### src/rtl/opk_pkg.sv
// Shared constants and FSM encoding for the one-shot key pulse generator and monitor.
package opk_pkg;

  typedef enum logic [1:0] {
    ST_IDLE = 2'd0,
    ST_LOW  = 2'd1,
    ST_HIGH = 2'd2
  } opk_state_e;

  localparam int unsigned DEFAULT_MIN_GAP = 100;
  // Generator block length; equals the monitor's default dead time.
  localparam int unsigned GEN_BLOCK_LEN   = 100;

endpackage

### src/rtl/opk_sync.sv
// Input synchronizer chain; every stage resets to the line's idle level (1).
module opk_sync #(
  parameter int unsigned STAGES = 2
) (
  input  logic clk,
  input  logic rst,
  input  logic d_i,
  output logic s_o
);

  logic [STAGES-1:0] sync_q;

  always_ff @(posedge clk) begin
    if (rst) begin
      sync_q <= '1;
    end else begin
      sync_q[0] <= d_i;
      for (int unsigned i = 1; i < STAGES; i++) begin
        sync_q[i] <= sync_q[i-1];
      end
    end
  end

  assign s_o = sync_q[STAGES-1];

endmodule

### src/rtl/opk_pulse_monitor.sv
// Measures width and preceding gap of active-low pulses on the one-shot key line,
// counts pulses and keeps sticky flags for over-wide pulses and short dead times.
module opk_pulse_monitor
  import opk_pkg::*;
#(
  parameter int unsigned CNT_W       = 32,
  parameter int unsigned MIN_GAP     = DEFAULT_MIN_GAP,
  parameter int unsigned MAX_WIDTH   = 1,
  parameter int unsigned SYNC_STAGES = 2
) (
  input  logic             clk,
  input  logic             rst,
  input  logic             pulse_n,
  input  logic             clr,
  output logic [CNT_W-1:0] pulse_count,
  output logic [CNT_W-1:0] width_last,
  output logic [CNT_W-1:0] gap_last,
  output logic             gap_valid,
  output logic             meas_valid,
  output logic             err_gap,
  output logic             err_width,
  output logic             busy
);

  localparam logic [CNT_W-1:0] CNT_MAX = {CNT_W{1'b1}};

  opk_state_e       state_q, state_d;
  logic             s, s_d_q;
  logic             fall, rise;
  logic [CNT_W-1:0] width_cnt_q, width_cnt_d;
  logic [CNT_W-1:0] gap_cnt_q, gap_cnt_d;
  logic [CNT_W-1:0] pend_gap_q, pend_gap_d;
  logic             pend_gv_q, pend_gv_d;
  logic [CNT_W-1:0] pulse_count_q, pulse_count_d;
  logic [CNT_W-1:0] width_last_q, width_last_d;
  logic [CNT_W-1:0] gap_last_q, gap_last_d;
  logic             gap_valid_q, gap_valid_d;
  logic             meas_valid_q, meas_valid_d;
  logic             err_gap_q, err_gap_d;
  logic             err_width_q, err_width_d;
  logic             busy_q, busy_d;

  opk_sync #(.STAGES(SYNC_STAGES)) u_sync (
    .clk (clk),
    .rst (rst),
    .d_i (pulse_n),
    .s_o (s)
  );

  assign fall = s_d_q & ~s;
  assign rise = ~s_d_q & s;

  always_ff @(posedge clk) begin
    if (rst) begin
      state_q       <= ST_IDLE;
      s_d_q         <= 1'b1;
      width_cnt_q   <= '0;
      gap_cnt_q     <= '0;
      pend_gap_q    <= '0;
      pend_gv_q     <= 1'b0;
      pulse_count_q <= '0;
      width_last_q  <= '0;
      gap_last_q    <= '0;
      gap_valid_q   <= 1'b0;
      meas_valid_q  <= 1'b0;
      err_gap_q     <= 1'b0;
      err_width_q   <= 1'b0;
      busy_q        <= 1'b0;
    end else begin
      state_q       <= state_d;
      s_d_q         <= s;
      width_cnt_q   <= width_cnt_d;
      gap_cnt_q     <= gap_cnt_d;
      pend_gap_q    <= pend_gap_d;
      pend_gv_q     <= pend_gv_d;
      pulse_count_q <= pulse_count_d;
      width_last_q  <= width_last_d;
      gap_last_q    <= gap_last_d;
      gap_valid_q   <= gap_valid_d;
      meas_valid_q  <= meas_valid_d;
      err_gap_q     <= err_gap_d;
      err_width_q   <= err_width_d;
      busy_q        <= busy_d;
    end
  end

  always_comb begin
    state_d       = state_q;
    width_cnt_d   = width_cnt_q;
    gap_cnt_d     = gap_cnt_q;
    pend_gap_d    = pend_gap_q;
    pend_gv_d     = pend_gv_q;
    width_last_d  = width_last_q;
    gap_last_d    = gap_last_q;
    gap_valid_d   = gap_valid_q;
    meas_valid_d  = 1'b0;
    // clr is applied first so a coincident fall or error still lands afterwards.
    pulse_count_d = clr ? '0 : pulse_count_q;
    err_gap_d     = clr ? 1'b0 : err_gap_q;
    err_width_d   = clr ? 1'b0 : err_width_q;

    unique case (state_q)
      ST_IDLE, ST_HIGH: begin
        if (fall) begin
          state_d       = ST_LOW;
          width_cnt_d   = CNT_W'(1);
          pulse_count_d = pulse_count_d + CNT_W'(1);
          pend_gap_d    = gap_cnt_q;
          pend_gv_d     = (state_q == ST_HIGH);
          if ((state_q == ST_HIGH) && (gap_cnt_q < CNT_W'(MIN_GAP))) begin
            err_gap_d = 1'b1;
          end
        end else if ((state_q == ST_HIGH) && (gap_cnt_q != CNT_MAX)) begin
          gap_cnt_d = gap_cnt_q + CNT_W'(1);
        end
      end
      ST_LOW: begin
        if (rise) begin
          state_d      = ST_HIGH;
          width_last_d = width_cnt_q;
          gap_last_d   = pend_gap_q;
          gap_valid_d  = pend_gv_q;
          meas_valid_d = 1'b1;
          gap_cnt_d    = CNT_W'(1);
          if (width_cnt_q > CNT_W'(MAX_WIDTH)) begin
            err_width_d = 1'b1;
          end
        end else if (width_cnt_q != CNT_MAX) begin
          width_cnt_d = width_cnt_q + CNT_W'(1);
        end
      end
      default: state_d = ST_IDLE;
    endcase

    busy_d = (state_d == ST_LOW);
  end

  assign pulse_count = pulse_count_q;
  assign width_last  = width_last_q;
  assign gap_last    = gap_last_q;
  assign gap_valid   = gap_valid_q;
  assign meas_valid  = meas_valid_q;
  assign err_gap     = err_gap_q;
  assign err_width   = err_width_q;
  assign busy        = busy_q;

endmodule

### config.mk
export PLATFORM = sky130hd
export DESIGN_NAME = opk_pulse_monitor
export DESIGN_NICKNAME = d
export VERILOG_FILES = /design/src/rtl/opk_pkg.sv /design/src/rtl/opk_sync.sv /design/src/rtl/opk_pulse_monitor.sv
export SDC_FILE = /design/constraint.sdc
export NUM_CORES = 1
export LEC_CHECK = 0
export ABC_AREA = 1
export CORE_MARGIN = 4
export CORE_UTILIZATION = 57
export DETAILED_ROUTE_END_ITERATION = 16
export GPL_TIMING_DRIVEN = 1
export PLACE_DENSITY = 0.8
export SYNTH_ARGS = -nofsm -noshare
export SYNTH_HDL_FRONTEND = slang
export SYNTH_HIERARCHICAL = 1
export SYNTH_SLANG_ARGS = --single-unit
export TNS_END_PERCENT = 5
### constraint.sdc
create_clock -name clk -period 2.88 [get_ports clk]
set_clock_uncertainty 0.2 [all_clocks]
set_input_delay 0.432 -clock clk [delete_from_list [all_inputs] [get_ports clk]]
set_output_delay 0.432 -clock clk [all_outputs]
set_load 0.03 [all_outputs]
[After elaboration in Yosys (flattened, before gate mapping)]
Index checks and enable logic that the tools add are counted.
Word-level totals
  register bits: 203
  input bits: 4
Operators by class
  add/sub/neg operators: 3
  order comparisons: 2
  eq/ne operators: 11
  muxes and demuxes: 23
  bitwise operators: 5
  reduce and logical (&&, ||, !) cells: 10
Operators by type and width (count)
  two-way mux 32 bit: 9
  case mux 32 bit (2 select lines): 2
  adder 32 x 1 -> 32 bit, second input constant: 3
  inequality test 32 bit, second input constant: 2
  > comparator 32 x 1 -> 1 bit, second input constant: 1
  less-than comparator 32 x 7 -> 1 bit, second input constant: 1
  inequality test 2 bit, second input constant: 6
  two-way mux 1 bit: 9
  AND reduction 4 bit: 2
  == test 2 x 1 -> 1 bit, second input constant: 2
  two-way mux 2 bit: 2
  case mux 2 bit (2 select lines): 1
  AND reduction 2 bit: 2
  OR reduction 2 bit: 2
  inverter 1 bit: 3
  AND 1 bit: 2
  == test 2 bit, second input constant: 1
  logical AND 1 bit: 2
  logical NOT 2 bit: 1
  nonzero test 2 bit: 1

[Logic depth before layout (Yosys ltp)]
  word-level depth: 5
  gate-level depth with buffers: 16
  mapped depth without buffers: 14

[Cells and area by module]
The synthesis kept the hierarchy.
Modules (own cells, without submodules)
  opk_pulse_monitor: instances 1, cells an instance 1510, area each 9959.6 um^2, seq. area each 4023.9 um^2
  opk_sync: instances 1, cells an instance 7, area each 58.8 um^2, seq. area each 40.0 um^2

[Worst setup path before layout]
OpenSTA, ideal clock, no wires.
  kind: input to register
  from: input port clr
  to: register pulse_count_q[26] (netlist: pulse_count[26])
  setup time: 116 ps
  arrival: 1903 ps
  data required time: 2564 ps
  setup slack: 661 ps
  stages on the path: 15
  path buffers: 3
  cell sequence: inv_2 buf_6 buf_6 nand2_1 inv_1 ha_1 nand3_1 nor2_1 nand2_1 nor2_1 and2_1 buf_2 nand2_1 o21ai_0 nor2_1
Between the ends
  cells in the longest elaborated chain, start to end: 4
RTL lines
  from (decl): RTL line opk_pulse_monitor.sv:14  | input logic clr,
  two-way mux 32 bit (*): RTL line opk_pulse_monitor.sv:98  | pulse_count_d = clr ? '0 : pulse_count_q;
  adder 32 x 1 -> 32 bit: RTL line opk_pulse_monitor.sv:107  | pulse_count_d = pulse_count_d + CNT_W'(1);
  two-way mux 32 bit: RTL line opk_pulse_monitor.sv:104  | if (fall) begin
  two-way mux 32 bit (*): RTL line opk_pulse_monitor.sv:102  | unique case (state_q)
  to (signal assigned): RTL line opk_pulse_monitor.sv:76  | pulse_count_q <= pulse_count_d;
  to (decl): RTL line opk_pulse_monitor.sv:34  | logic [CNT_W-1:0] pulse_count_q, pulse_count_d;
Mark *: on every way between the ends. The rest lies on a longest branch, timed or not.
A chain may end at the register's enable or synchronous reset.

[Final worst setup path]
  from: register width_cnt_q[0]
  to: register width_cnt_q[26]
Between the ends
  cells in the longest elaborated chain, start to end: 4
  elaborated cells on any way between the ends: 7
  classes of those cells: 1 x add/sub; 2 x eq/ne; 3 x mux; 1 x reduce/logical
RTL lines
  from (decl): RTL line opk_pulse_monitor.sv:30  | logic [CNT_W-1:0] width_cnt_q, width_cnt_d;
  from (signal assigned): RTL line opk_pulse_monitor.sv:72  | width_cnt_q <= width_cnt_d;
  adder 32 x 1 -> 32 bit: RTL line opk_pulse_monitor.sv:129  | width_cnt_d = width_cnt_q + CNT_W'(1);
  two-way mux 32 bit: RTL line opk_pulse_monitor.sv:128  | end else if (width_cnt_q != CNT_MAX) begin
  two-way mux 32 bit: RTL line opk_pulse_monitor.sv:118  | if (rise) begin
  case mux 32 bit (2 select lines): RTL line opk_pulse_monitor.sv:102
Several ways; a longest one is shown, not always the timed one. The select of a mux whose other input is x is not followed.

==> metrics.md <==
| Metric | Value |
|---|---|
| Drt pass-1 iters | `5` |
| Top post-synthesis cells by count | `nand2_1, nor2_1, dfxtp_1` |
| GR peak layer | `met2` |
| DP HPWL | `about 19 mm` |
| Placed insts | `approximately 1.8k` |
| Critical path's largest stage delay | `0.49 ns` |
| Area contributors post-synth | `dfxtp_1, nand2_1, nor2_1, nand3_1, inv_1` |
| Layout Nets | `1,604` |
| Clk Latency, worst-skew pair | `approximately 0.5 ns` |
| Worst vdd rail ir drop | `about 0.45 mV` |
| Cell Area, Synth | `10,020 sq um` |
| Critical Path AT | `approximately 2.6 ns` |
| Initial antenna violation count | `0` |
| Die Wd | `between 100 and 150 um` |
| GR Util met1 | `35.76%` |
| Starting Density | `between 50 and 60%` |
| Setup crit start kind | `register` |
| Slew Limit Fails | `0` |
| Critical path's most frequent cell | `nor2_1` |
| Crit. End Element | `register` |
| Min-Delay Path Class | `input port to register` |
| Pin count of the biggest net entering global routing | `between 60 and 70` |
| Total die area | `between 15,000 and 20,000 sq um` |
| Non-filler instance count after layout | `approximately 1.8k` |
| GRT Overall Usage | `26.97%` |
| Fill cells | `1,568` |
| Synth Area in Compound Gates | `11.40%` |
| I/O pins | `between 100 and 150` |
| Slowest cell on crit path | `dfxtp_1` |
| Register area | `between 4000 and 5000 sq um` |
| Clock tree buffer depth | `3` |
| CP bufs+invs | `0` |
| Met2 usage | `a little under half` |
| Final Cycle Share | `just over 80%` |
| PortBufs | `roughly 100` |
| CTS tree | `done` |
| Setup Buffers After CTS | `0` |
| Xor and xnor area share after synthesis | `under 10%` |
| Final setup vio count | `0` |
| Worst rel slew slack | `between 40% and 50%` |
| CP max FO | `6` |
| Synth Instances | `roughly 1.5k` |
| Antenna viol nets, final | `0` |
| Final hold viol count | `0` |
| Post_cts resized | `0` |
| Chip height | `~140 um` |
| Leakage | `between 4 and 5 nW` |
| H-tree Lvls | `1` |
| Largest family of logic cells by synthesized area | `simple AND/OR/NAND/NOR gates` |
| DRC | `0` |
| Antenna Cells | `0` |
| Layout cells sized above 1 | `5.966%` |
| Layout Area Growth over Synthesis | `17.95%` |
| Multi-input gate area | `between 5000 and 6000 sq um` |
| Global Route met3 Usage | `approximately 3.3%` |
| P per Cell Area | `482.2 nW/um^2` |
| Synth Flop Type | `dfxtp_1` |
| Status | `complete, no violations` |
| Critical Path, Cell by Cell | `ha_1, nand2_2, nor3_1, nand3_1, nor2_1, nand4_1, o21ai_0, nor2_1` |
| Clock sink total | `between 200 and 250` |
| Simple logic cell fraction of the synthesized area | `a little over a third` |
| Core region area | `approximately 17,000 sq um` |
| Top delay family on crit path | `simple AND/OR/NAND/NOR gates` |
| RSZ-0062 raised after global routing | `no` |
| Post-route setup TNS | `0 ns` |
| Synth area leader | `dfxtp_1` |
| Final WL | `about 27 mm` |
| Yosys cell types | `35` |
| Vias per cell | `5.392` |
| Number of global-route vias before repair | `roughly 9.3k` |
| Yosys top cell area share | `40.56%` |
| Maxcap violations | `0` |
| DRT iter0 DRCs | `between 600 and 700` |
| Multiplexer share of the synthesized area | `0%` |
| Via Count | `around 9.9k` |
| Number of flops mapped to enable cells by yosys | `0` |
| Worst Path Required | `3.07 ns` |
| GPL Wtd Cong | `between 0.9 and 1` |
| Clk root buf | `clkbuf_16` |
| Hold Buf Count CTS | `0` |
| Grt total ovfl | `0` |
| Drt wl/cell | `roughly 15 um` |
| Adder-cell share of the synthesized area | `less than 1%` |
| CTS buffer count | `21` |
| Slew of the pin with the lowest slew margin | `0.7603 ns` |
| Kind of critical path | `register to register` |
| Synthesis-stage register bit count | `203` |
| Seq/Total Area, Yosys | `approximately two fifths` |
| First-pass GRT wire length | `between 40 and 50 mm` |
| Row count | `between 40 and 50` |
| Most frequent cell after synthesis | `nand2_1` |
| Share of flip-flops with an asynchronous set or reset | `0%` |
| Post-synth net total | `around 1.5k` |
| Period minus WS final | `between 2 and 2.5 ns` |
| Synth warn | `6` |
| Post-Syn Area per Cell | `~6.6 sq um` |
| Max frequency | `about 420 MHz` |
| Clk slew on worst S/H paths | `0.06 ns` |
report_power, final:
group          switching [mW]  total (mW)  internal [mW]
clock                    1.11        2.61           1.50
sequential             0.0186        2.86           2.84
combinational           0.180       0.235         0.0552
total                    1.31        5.70           4.39
kinds of logic (layout without fill, tap and decap cells):
family | after synthesis | count (layout)
simple gates | 839 | 839
buf+inv | 221 | 313
flops | 203 | 203
fa+ha+maj | 5 | 5
compound gates | 225 | 225
xor+xnor | 24 | 24
final timing paths:
| check | start | slack (ns) | depth (start not counted) | endpoint |
|---|---|---|---|---|
| max | width_cnt_q[0] | 0.51 | 8 | width_cnt_q[26] |
| min | rst | 0.01 | 2 | meas_valid |
| max reg2reg | width_cnt_q[0] | 0.51 | 8 | width_cnt_q[26] |
| min reg2reg | u_sync/sync_q[0] | 0.23 | 2 | u_sync/sync_q[1] |
metrics by stage:
stage	util (%)	power, mW	hold WS (ns)	cell area (sq um)	setup slack, ns
floorplan	-	3.090	0.1865	10020	0.6615
global placement	64.74	3.144	0.2020	11160	0.1564
detailed placement	64.74	3.149	0.2107	11160	0.1247
CTS	68.55	5.726	0.003928	11820	0.5183
global route	68.55	5.859	0.02760	11820	0.3085
finish	68.55	5.698	0.01054	11820	0.5077
layout make-up:
class / count / area share (%)
Multi-Input combinational cell: 1093 / 42.80
Sequential cell: 203 / 34.39
Inverter: 156 / 4.966
Clock buffer: 32 / 5.305
Timing Repair Buffer: 120 / 9.890
Clock inverter: 5 / 0.2647
Tap cell: 225 / 2.382
placed cells by master, fill, tap and decap left out, types with 5 or more instances in the layout:
master,Yosys,layout
clkdlybuf4s50_1,0,103
o21ai_1,6,6
nor2_2,11,11
nor2_1,227,226
dfxtp_1,203,203
xor2_1,22,22
nor2_4,7,8
buf_4,0,15
ha_1,5,5
clkbuf_16,0,21
a21oi_1,108,108
inv_2,6,6
inv_1,150,149
clkbuf_8,0,6
nand4_1,12,12
o21ai_0,105,105
nand2_1,402,402
nand3_1,126,126
nor4_1,9,9
clkbuf_1,38,5
nor3_1,17,17
nand2_2,9,9
sequential cells by signal, indices dropped and copies added (netlist names), 2 cells and up:
signal and cells:
width_last 32, pulse_count 32, u_sync/sync_q 2, gap_cnt_q 32
gap_last 32, pend_gap_q 32, width_cnt_q 32, state_q 2
per-layer routing:
layer  up-vias  share of wire [%]  wire [um]
li1       4991                  -          -
met1      4559                 44      11850
met2       292                 48      13150
met3        47                5.7       1548
met4         0                2.4        645
met5         -                  0          0
Note: power is estimated with default switching activity, not from simulation.
